<file path="src/rtl/inst_queue_pkg.sv">
// Shared definitions for the instruction queue: the bubble encoding and the
// rule that decides which DEPTH values are legal.
package inst_queue_pkg;

  localparam logic [31:0] NOP_INST  = 32'h0;
  localparam int          DEPTH_MIN = 2;
  localparam int          DEPTH_MAX = 16;

  // Pointers wrap modulo DEPTH, so DEPTH must be a power of two.
  function automatic bit depth_legal(input int depth);
    return (depth >= DEPTH_MIN) && (depth <= DEPTH_MAX) && ((depth & (depth - 1)) == 0);
  endfunction

endpackage

</file>
<file path="src/rtl/iq_ram.sv">
// Entry storage for the instruction queue.
// It has one write port and one asynchronous read port.
module iq_ram #(
  parameter int DEPTH = 4,
  parameter int WIDTH = 64
) (
  input  logic                     clk,
  input  logic                     i_we,
  input  logic [$clog2(DEPTH)-1:0] i_waddr,
  input  logic [WIDTH-1:0]         i_wdata,
  input  logic [$clog2(DEPTH)-1:0] i_raddr,
  output logic [WIDTH-1:0]         o_rdata
);

  logic [WIDTH-1:0] r_mem [DEPTH];

  // NOTE: the memory is deliberately not reset. Occupancy lives in the
  // pointers, so stale words are never observable.
  always_ff @(posedge clk) begin
    if (i_we) r_mem[i_waddr] <= i_wdata;
  end

  assign o_rdata = r_mem[i_raddr];

endmodule

</file>
<file path="src/rtl/inst_queue.sv">
// This is the fetch-to-decode instruction queue: a circular buffer of {inst, pc} entries.
// It has an optional empty-queue bypass and a one-cycle bubble after a flush.
module inst_queue
  import inst_queue_pkg::*;
#(
  parameter int DEPTH  = 4,
  parameter int BYPASS = 1,
  parameter int XLEN   = 32
) (
  input  logic                     clk,
  input  logic                     rst_n,
  input  logic                     fc_Icache_data_valid_i,
  input  logic [XLEN-1:0]          Icache_inst_i,
  input  logic [XLEN-1:0]          if_pc_i,
  output logic                     iq_ready_o,
  output logic                     iq_valid_o,
  output logic [XLEN-1:0]          iq_inst_o,
  output logic [XLEN-1:0]          iq_pc_o,
  input  logic                     id_ready_i,
  input  logic                     fc_flush_i,
  output logic [$clog2(DEPTH):0]   iq_count_o
);

  localparam int              AW   = $clog2(DEPTH);
  localparam int              CW   = AW + 1;
  localparam logic [CW-1:0]   FULL = CW'(DEPTH);

  if (!depth_legal(DEPTH)) begin : g_bad_depth
    $error("inst_queue: DEPTH must be a power of two in 2..16");
  end

  logic [AW-1:0]     r_wptr;
  logic [AW-1:0]     r_rptr;
  logic [CW-1:0]     r_count;
  logic              r_bubble;
  logic              w_empty;
  logic              w_full;
  logic              w_bypass;
  logic              w_ready;
  logic              w_valid;
  logic              w_push;
  logic              w_pop;
  logic [2*XLEN-1:0] w_rdata;

  assign w_empty  = (r_count == '0);
  assign w_full   = (r_count == FULL);
  assign w_bypass = (BYPASS != 0) && w_empty;

  // rst_n is active-high here. While it is asserted, every output reads as idle.
  assign w_ready = !rst_n && (!w_full || id_ready_i);
  assign w_valid = !rst_n && !fc_flush_i && !r_bubble &&
                   (!w_empty || (w_bypass && fc_Icache_data_valid_i));
  assign w_push  = fc_Icache_data_valid_i && w_ready && !fc_flush_i;
  assign w_pop   = w_valid && id_ready_i;

  // A bypassed-and-popped entry is still written, but rptr advances past it in
  // the same cycle. This means it is never read back.
  iq_ram #(.DEPTH(DEPTH), .WIDTH(2 * XLEN)) u_ram (
    .clk     (clk),
    .i_we    (w_push),
    .i_waddr (r_wptr),
    .i_wdata ({if_pc_i, Icache_inst_i}),
    .i_raddr (r_rptr),
    .o_rdata (w_rdata)
  );

  // NOTE: every always_comb output gets a default first, so no latch is inferred.
  always_comb begin
    iq_inst_o = XLEN'(NOP_INST);
    iq_pc_o   = '0;
    if (w_valid) begin
      if (w_empty) begin
        iq_inst_o = Icache_inst_i;
        iq_pc_o   = if_pc_i;
      end else begin
        iq_inst_o = w_rdata[XLEN-1:0];
        iq_pc_o   = w_rdata[2*XLEN-1:XLEN];
      end
    end
  end

  assign iq_ready_o = w_ready;
  assign iq_valid_o = w_valid;
  assign iq_count_o = rst_n ? '0 : r_count;

  // NOTE: state registers use non-blocking assignments only.
  always_ff @(posedge clk) begin
    if (rst_n) begin
      r_wptr   <= '0;
      r_rptr   <= '0;
      r_count  <= '0;
      r_bubble <= 1'b0;
    end else if (fc_flush_i) begin
      r_wptr   <= '0;
      r_rptr   <= '0;
      r_count  <= '0;
      r_bubble <= 1'b1;
    end else begin
      r_bubble <= 1'b0;
      if (w_push) r_wptr <= r_wptr + AW'(1);
      if (w_pop)  r_rptr <= r_rptr + AW'(1);
      r_count <= r_count + CW'(w_push) - CW'(w_pop);
    end
  end

endmodule

</file>
<file path="config.mk">
export PLATFORM = sky130hd
export DESIGN_NAME = inst_queue
export DESIGN_NICKNAME = d
export VERILOG_FILES = /design/src/rtl/inst_queue_pkg.sv /design/src/rtl/iq_ram.sv /design/src/rtl/inst_queue.sv
export SDC_FILE = /design/constraint.sdc
export NUM_CORES = 1
export LEC_CHECK = 0
export ABC_AREA = 1
export CAP_MARGIN = 10
export CORE_MARGIN = 8
export CORE_UTILIZATION = 51
export CTS_BUF_LIST = sky130_fd_sc_hd__clkbuf_16
export CTS_CLUSTER_DIAMETER = 50
export DETAILED_ROUTE_END_ITERATION = 6
export GPL_ROUTABILITY_DRIVEN = 1
export PLACE_DENSITY = 0.87
export SLEW_MARGIN = 30
export SYNTH_ARGS = -nofsm -noshare
export SYNTH_HDL_FRONTEND = slang
export SYNTH_SLANG_ARGS = --single-unit
</file>
<file path="constraint.sdc">
create_clock -name clk -period 4.7 [get_ports clk]
set_clock_uncertainty 0.1 [all_clocks]
set_input_delay 0.94 -clock clk [delete_from_list [all_inputs] [get_ports clk]]
set_output_delay 0.94 -clock clk [all_outputs]
set_load 0.1 [all_outputs]
</file>
==> results.toml, run 1 <==
[synth]
synth_nets = 1049
synth.distinct_cells = 29
yosysWarnings = 0
syn-mean-instance-area_um2 = 11.9
seq_area_frac_synth_pct = 68.2
synth_flop_cell = "edfxtp_1"
netlist_area_um2 = 11600
synth_edf_count = 256
ys_async_sr_fraction_pct = 0
synth-seq-cells = 266
synthesis.instances = 973

[power]
seqPwrFrac_pct = 51.3
swShare_pct = 23.1
clkPwrFrac_pct = 38.9
p_leak_nw = 4.85
power_density_nw_per_um2 = 356
intPower_mw = 3.94
p_switching_mw = 1.18
pwr-share-comb_pct = 9.7
ir_drop_uv = 271

[timing]
tightest_slew_ps = 743
finalMaxSlewViolations = 0
rsz0062_at_grt = "no"
period_needed_ps = 3990
fin_crit_sh_pct = 84.8
clock.fmax_ghz = 0.251
setup_viol = 0
hold_slack_ps = 403
tns_ps = 0
slew_headroom_pct = 50.5
finalHoldViolCount = 0

[setup_path]
critPathMaxFanout = 31
cp-start-kind = "primary input"
cp-end-kind = "output port"
arrival_ps = 2950
critPathKind = "primary input to output port"
r2r_slack_ps = 2070
required_ps = 3660

[clock_network]
post_cts_resized = 0
cts.sinks = 266
cts_made_buffers = 27
post-cts-setup-buffers = 0
cts_max_path_buffers = 3
cts-root-buf = "clkbuf_16"
ctsHoldBuffers = 0
htree_levels = 1
clkSlewWorstSetupHoldPaths_ps = 60
cts_tree = "done"
clk_latency_ps = 510

[floorplan]
dieArea_um2 = 27800
ios = 138
die_h_um = 167
fp-row-count = 55
die_w_um = 167
coreArea_um2 = 22400
initial_core_util_pct = 51.6

[run_status]
status = "completed"

[grt]
grtUsageMet3_pct = 3.05
grt_busiest_layer = "met2"
grt_max_degree = 100
antenna_found_initial = 0
grt_overflow_total = 0
use_met2_pct = 32.3
track_usage_pct = 17.5
grt_pass1_vias = 7832
grt_pass1_wl_um = 40400
grtUsageMet1_pct = 21.0

[drt]
via_per_inst = 5.40
drc = 0
vias = 7533
ant_nets = 0
wl_per_cell_um = 17.8
finalWirelength_um = 24800
drt-initial-drc-count = 541
dr.pass1.iters = 5

[finish]
num_antenna_cells = 0
nNetsFinal = 1169
finalNonFillerCells = 1395
area_delta_synth_final_pct = 24.2
drive_above_1_share_pct = 18.6
fill_cells = 1611

[place]
numPortBuffers = 137
dp_cells = 1349
dpl.hpwl_um = 14900
place_congestion = 0.716

[run]
cap_violations = 0

[worst_hold_path]
hp-class = "flop to flop"
cells by family after synthesis:
group                    Yosys count  synth area share, %
flip-flops                       266                 68.2
buffers and inverters             85                 4.34
adder cells (fa/ha/maj)            7                0.822
XOR/XNOR                           2                0.151
AND/OR/NAND/NOR                  415                 15.0
AO/OA/AOI/OAI                    198                 11.6
registers in the layout, summed over array words and instances (netlist names), named ones only:
name         flops
r_rptr           2
u_ram.r_mem    256
r_bubble         1
r_count          3
r_wptr           2
Yosys cell counts (11+ instances only):
| cell type | instances | area, µm² |
|---|---|---|
| o21ai_1 | 53 | 265 |
| o21a_1 | 64 | 480 |
| nor2_2 | 18 | 113 |
| o21ai_2 | 49 | 429 |
| nor2_1 | 252 | 946 |
| edfxtp_1 | 256 | 7690 |
| buf_2 | 34 | 170 |
| o21ai_0 | 28 | 140 |
| nor3_1 | 64 | 320 |
| inv_1 | 17 | 63.8 |
| clkbuf_1 | 11 | 41.3 |
| nand2_1 | 72 | 270 |
critical path, cell delays in order:
cell and delay, ps:
clkdlybuf4s50_1 520, inv_2 120, nand2_4 80, nor2_4 110
nand2_2 60, inv_2 50, buf_4 420, o21ai_0 180
nor2_1 240, buf_12 210
worst paths after layout:
path,startpoint,to,depth (start not counted)
max,rst_n,iq_pc_o[25],10
min,r_rptr[1],flop,2
max reg2reg,r_count[1],r_count[2],9
min reg2reg,r_rptr[1],flop,2
power by group through the flow:
stage / clock network (mW) / registers (mW) / logic [mW]
CTS: 2.03 / 2.63 / 0.502
finish: 1.99 / 2.63 / 0.498
global placement: 0 / 2.68 / 0.488
detailed placement: 0 / 2.68 / 0.499
floorplan: 0 / 2.68 / 0.299
global route: 2.12 / 2.63 / 0.528
stage by stage:
stage / setup slack [ps] / power, mW / area (µm²) / utilization, %
floorplan: 57.1 / 2.98 / 11600 / -
global placement: 734 / 3.16 / 13500 / 60.4
detailed placement: 694 / 3.18 / 13500 / 60.4
CTS: 667 / 5.16 / 14400 / 64.0
global route: 529 / 5.27 / 14400 / 64.1
finish: 712 / 5.12 / 14400 / 64.1
cells in the final DEF (no fill, tap or decap), drive strengths merged, types with 10 or more instances in the layout:
cell	instances
nor2	272
edfxtp	256
o21ai	130
buf	86
nand2	74
clkdlybuf4s50	68
nor3	64
o21a	64
inv	29
clkbuf	27
dfxtp	10
cell type report:
| cell class | count | area (µm²) | area share [%] |
|---|---|---|---|
| multi-input combinational | 622 | 3220 | 22.4 |
| clock inverter | 19 | 149 | 1.04 |
| timing repair buffer | 154 | 1990 | 13.8 |
| tap | 285 | 357 | 2.48 |
| sequential | 266 | 7900 | 54.9 |
| clock buffer | 27 | 676 | 4.70 |
| inverter | 22 | 87.6 | 0.609 |
per-layer routing:
metal	vias up	routed length [µm]
met3	36	1090
met4	0	389
met2	163	13000
li1	3657	-
met5	-	0
met1	3677	10400
No activity file was read; power rests on OpenSTA's default activity.
==> inputs of run 2 (changes only) <==
--- a/config.mk
+++ b/config.mk
@@ -8,12 +8,12 @@
 export ABC_AREA = 1
 export CAP_MARGIN = 10
 export CORE_MARGIN = 8
-export CORE_UTILIZATION = 51
+export CORE_UTILIZATION = 56
 export CTS_BUF_LIST = sky130_fd_sc_hd__clkbuf_16
 export CTS_CLUSTER_DIAMETER = 50
 export DETAILED_ROUTE_END_ITERATION = 6
 export GPL_ROUTABILITY_DRIVEN = 1
-export PLACE_DENSITY = 0.87
+export PLACE_DENSITY = 0.9
 export SLEW_MARGIN = 30
 export SYNTH_ARGS = -nofsm -noshare
 export SYNTH_HDL_FRONTEND = slang
==> constraint.sdc (replaced) <==
create_clock -name clk -period 4.1 [get_ports clk]
set_clock_uncertainty 0.1 [all_clocks]
set_input_delay 0.82 -clock clk [delete_from_list [all_inputs] [get_ports clk]]
set_output_delay 0.82 -clock clk [all_outputs]
set_load 0.1 [all_outputs]
==> run 2 against run 1 <==
Against the previous run: total power increased by 20%; first-iteration DRC count grew 5.2%; clock power increased by 28%; non-clock buffer count is 1 lower; critical path type unchanged; critical endpoint is now iq_inst_o[1]; highest routed layer unchanged.
==> results.toml, run 2 (synthesized netlist as in run 1, its figures left out) <==
[run_status]
status = "completed"

[grt]
grt_max_degree = 129
track_usage_pct = 19.7
antenna_found_initial = 0
grt_overflow_total = 0
grt_pass1_vias = 7937
grt_pass1_wl_um = 41300

[drt]
drt-initial-drc-count = 569
ant_nets = 0
vias = 7757
via_per_inst = 5.62
drc = 0
wl_per_cell_um = 18.7
dr.pass1.iters = 5
finalWirelength_um = 25800

[timing]
setup_viol = 0
rsz0062_at_grt = "no"
clock.fmax_ghz = 0.280
period_needed_ps = 3570
fin_crit_sh_pct = 87.2
tightest_slew_ps = 758
finalMaxSlewViolations = 0
slew_headroom_pct = 49.5
finalHoldViolCount = 0

[finish]
final_cell_area_um2 = 14700
mostFrequentLayoutCells = "edfxtp_1, nor2_1, buf_12, nand2_1, clkdlybuf4s50_1"
area_delta_synth_final_pct = 27.2
mostFrequentLayoutCell = "edfxtp_1"
nNetsFinal = 1167
num_antenna_cells = 0
fill_cells = 1215
drive_above_1_share_pct = 18.8
largest_register = "u_ram.r_mem"
reg_top3 = "u_ram.r_mem (256), r_count (3)"
largest_reg_flops = 256

[setup_path]
timing.rr.end = "r_count[2]"
cp-start-kind = "primary input"
arrival_ps = 2650
ff2ff_path_depth = 10
critPathKind = "primary input to output port"
r2r_start = "r_count[1]"
required_ps = 3180
critPathMaxFanout = 32
r2r_slack_ps = 1860
cp-end-kind = "output port"

[floorplan]
fp-row-count = 52
die_w_um = 160
die_h_um = 160
coreArea_um2 = 20200
ios = 138
dieArea_um2 = 25500
initial_core_util_pct = 57.2

[clock_network]
cts_tree = "done"
cts_max_path_buffers = 3
post-cts-setup-buffers = 0
cts-root-buf = "clkbuf_16"
htree_levels = 1
clk_latency_ps = 510
cts_made_buffers = 26
clkSlewWorstSetupHoldPaths_ps = 60
post_cts_resized = 0
cts.sinks = 266
ctsHoldBuffers = 0

[worst_hold_path]
min_path_cells = 2
worstHoldStart = "r_wptr[1]"
hp-class = "flop to flop"
hold_path_end = "r_wptr[1]"

[place]
place_area_um2 = 13800
place_congestion = 0.724
dpl.hpwl_um = 15100
numPortBuffers = 137

[run]
cap_violations = 0

[power]
power_density_nw_per_um2 = 419
p_leak_nw = 4.96
ir_drop_uv = 324
total_power_mw = 6.16
## run 2: cell count changes in the layout (fill, tap and decap cells not counted)
cell / change
inv_2: -1
inv_1: -2
clkinvlp_4: -2
bufinv_16: +4
buf_4: -22
inv_8: +1
clkinv_2: +2
inv_6: -1
clkinv_4: -1
buf_12: +21
inv_4: +1
## run 2: final cells by class
| class | count | area, µm² | area share (%) |
|---|---|---|---|
| Sequential cell | 266 | 7900 | 53.7 |
| Timing Repair Buffer | 153 | 2240 | 15.3 |
| Clock buffer | 27 | 676 | 4.59 |
| Inverter | 22 | 86.3 | 0.587 |
| Clock inverter | 20 | 254 | 1.73 |
| Tap cell | 270 | 338 | 2.30 |
| Multi-Input combinational cell | 622 | 3220 | 21.9 |
## run 2: worst max path at each step
| stage | start | endpoint | slack [ps] |
|---|---|---|---|
| 6_report | rst_n | iq_inst_o[1] | 530 |
| 4_1_cts | rst_n | iq_inst_o[1] | 510 |
| 5_1_grt | rst_n | iq_inst_o[1] | 440 |
| 3_5_place_dp | rst_n | iq_inst_o[1] | 530 |
| 3_3_place_gp | rst_n | iq_inst_o[1] | 660 |
| 2_1_floorplan | fc_flush_i | u_ram.r_mem[0][0] | -420 |
## run 2: routing by layer
layer / up-vias / wire length, µm / GRT usage [%]
met5: - / 0 / 0
met4: 0 / 340 / 4.97
met3: 31 / 1700 / 3.24
met2: 293 / 13700 / 36.1
met1: 3780 / 10100 / 23.9
li1: 3653 / - / -
## run 2: where the power goes
| group | switching (mW) | total (mW) | internal, mW |
|---|---|---|---|
| Clock | 0.975 | 2.55 | 1.57 |
| Combinational | 0.391 | 0.597 | 0.206 |
| Sequential | 0.00807 | 3.01 | 3.00 |
| Total | 1.37 | 6.16 | 4.78 |
## run 2: worst max-delay path: stages
cell and delay (ps):
clkdlybuf4s50_1 520, inv_2 110, nand2_4 90, nor2_4 130, nand2_2 70, clkinv_2 80
buf_12 210, o21ai_1 120, nor2_1 270, buf_12 220
## run 2: per-stage QoR
step | worst slack (ps) | util [%] | instances | TNS [ps] | hold WS, ps
2_1_floorplan | -423 | - | 973 | -108270 | 364
3_3_place_gp | 663 | 68.1 | 1333 | 0 | 373
3_5_place_dp | 528 | 68.1 | 1333 | 0 | 397
4_1_cts | 506 | 72.7 | 1380 | 0 | 430
5_1_grt | 439 | 72.7 | 1380 | 0 | 438
6_report | 525 | 72.7 | 1380 | 0 | 438
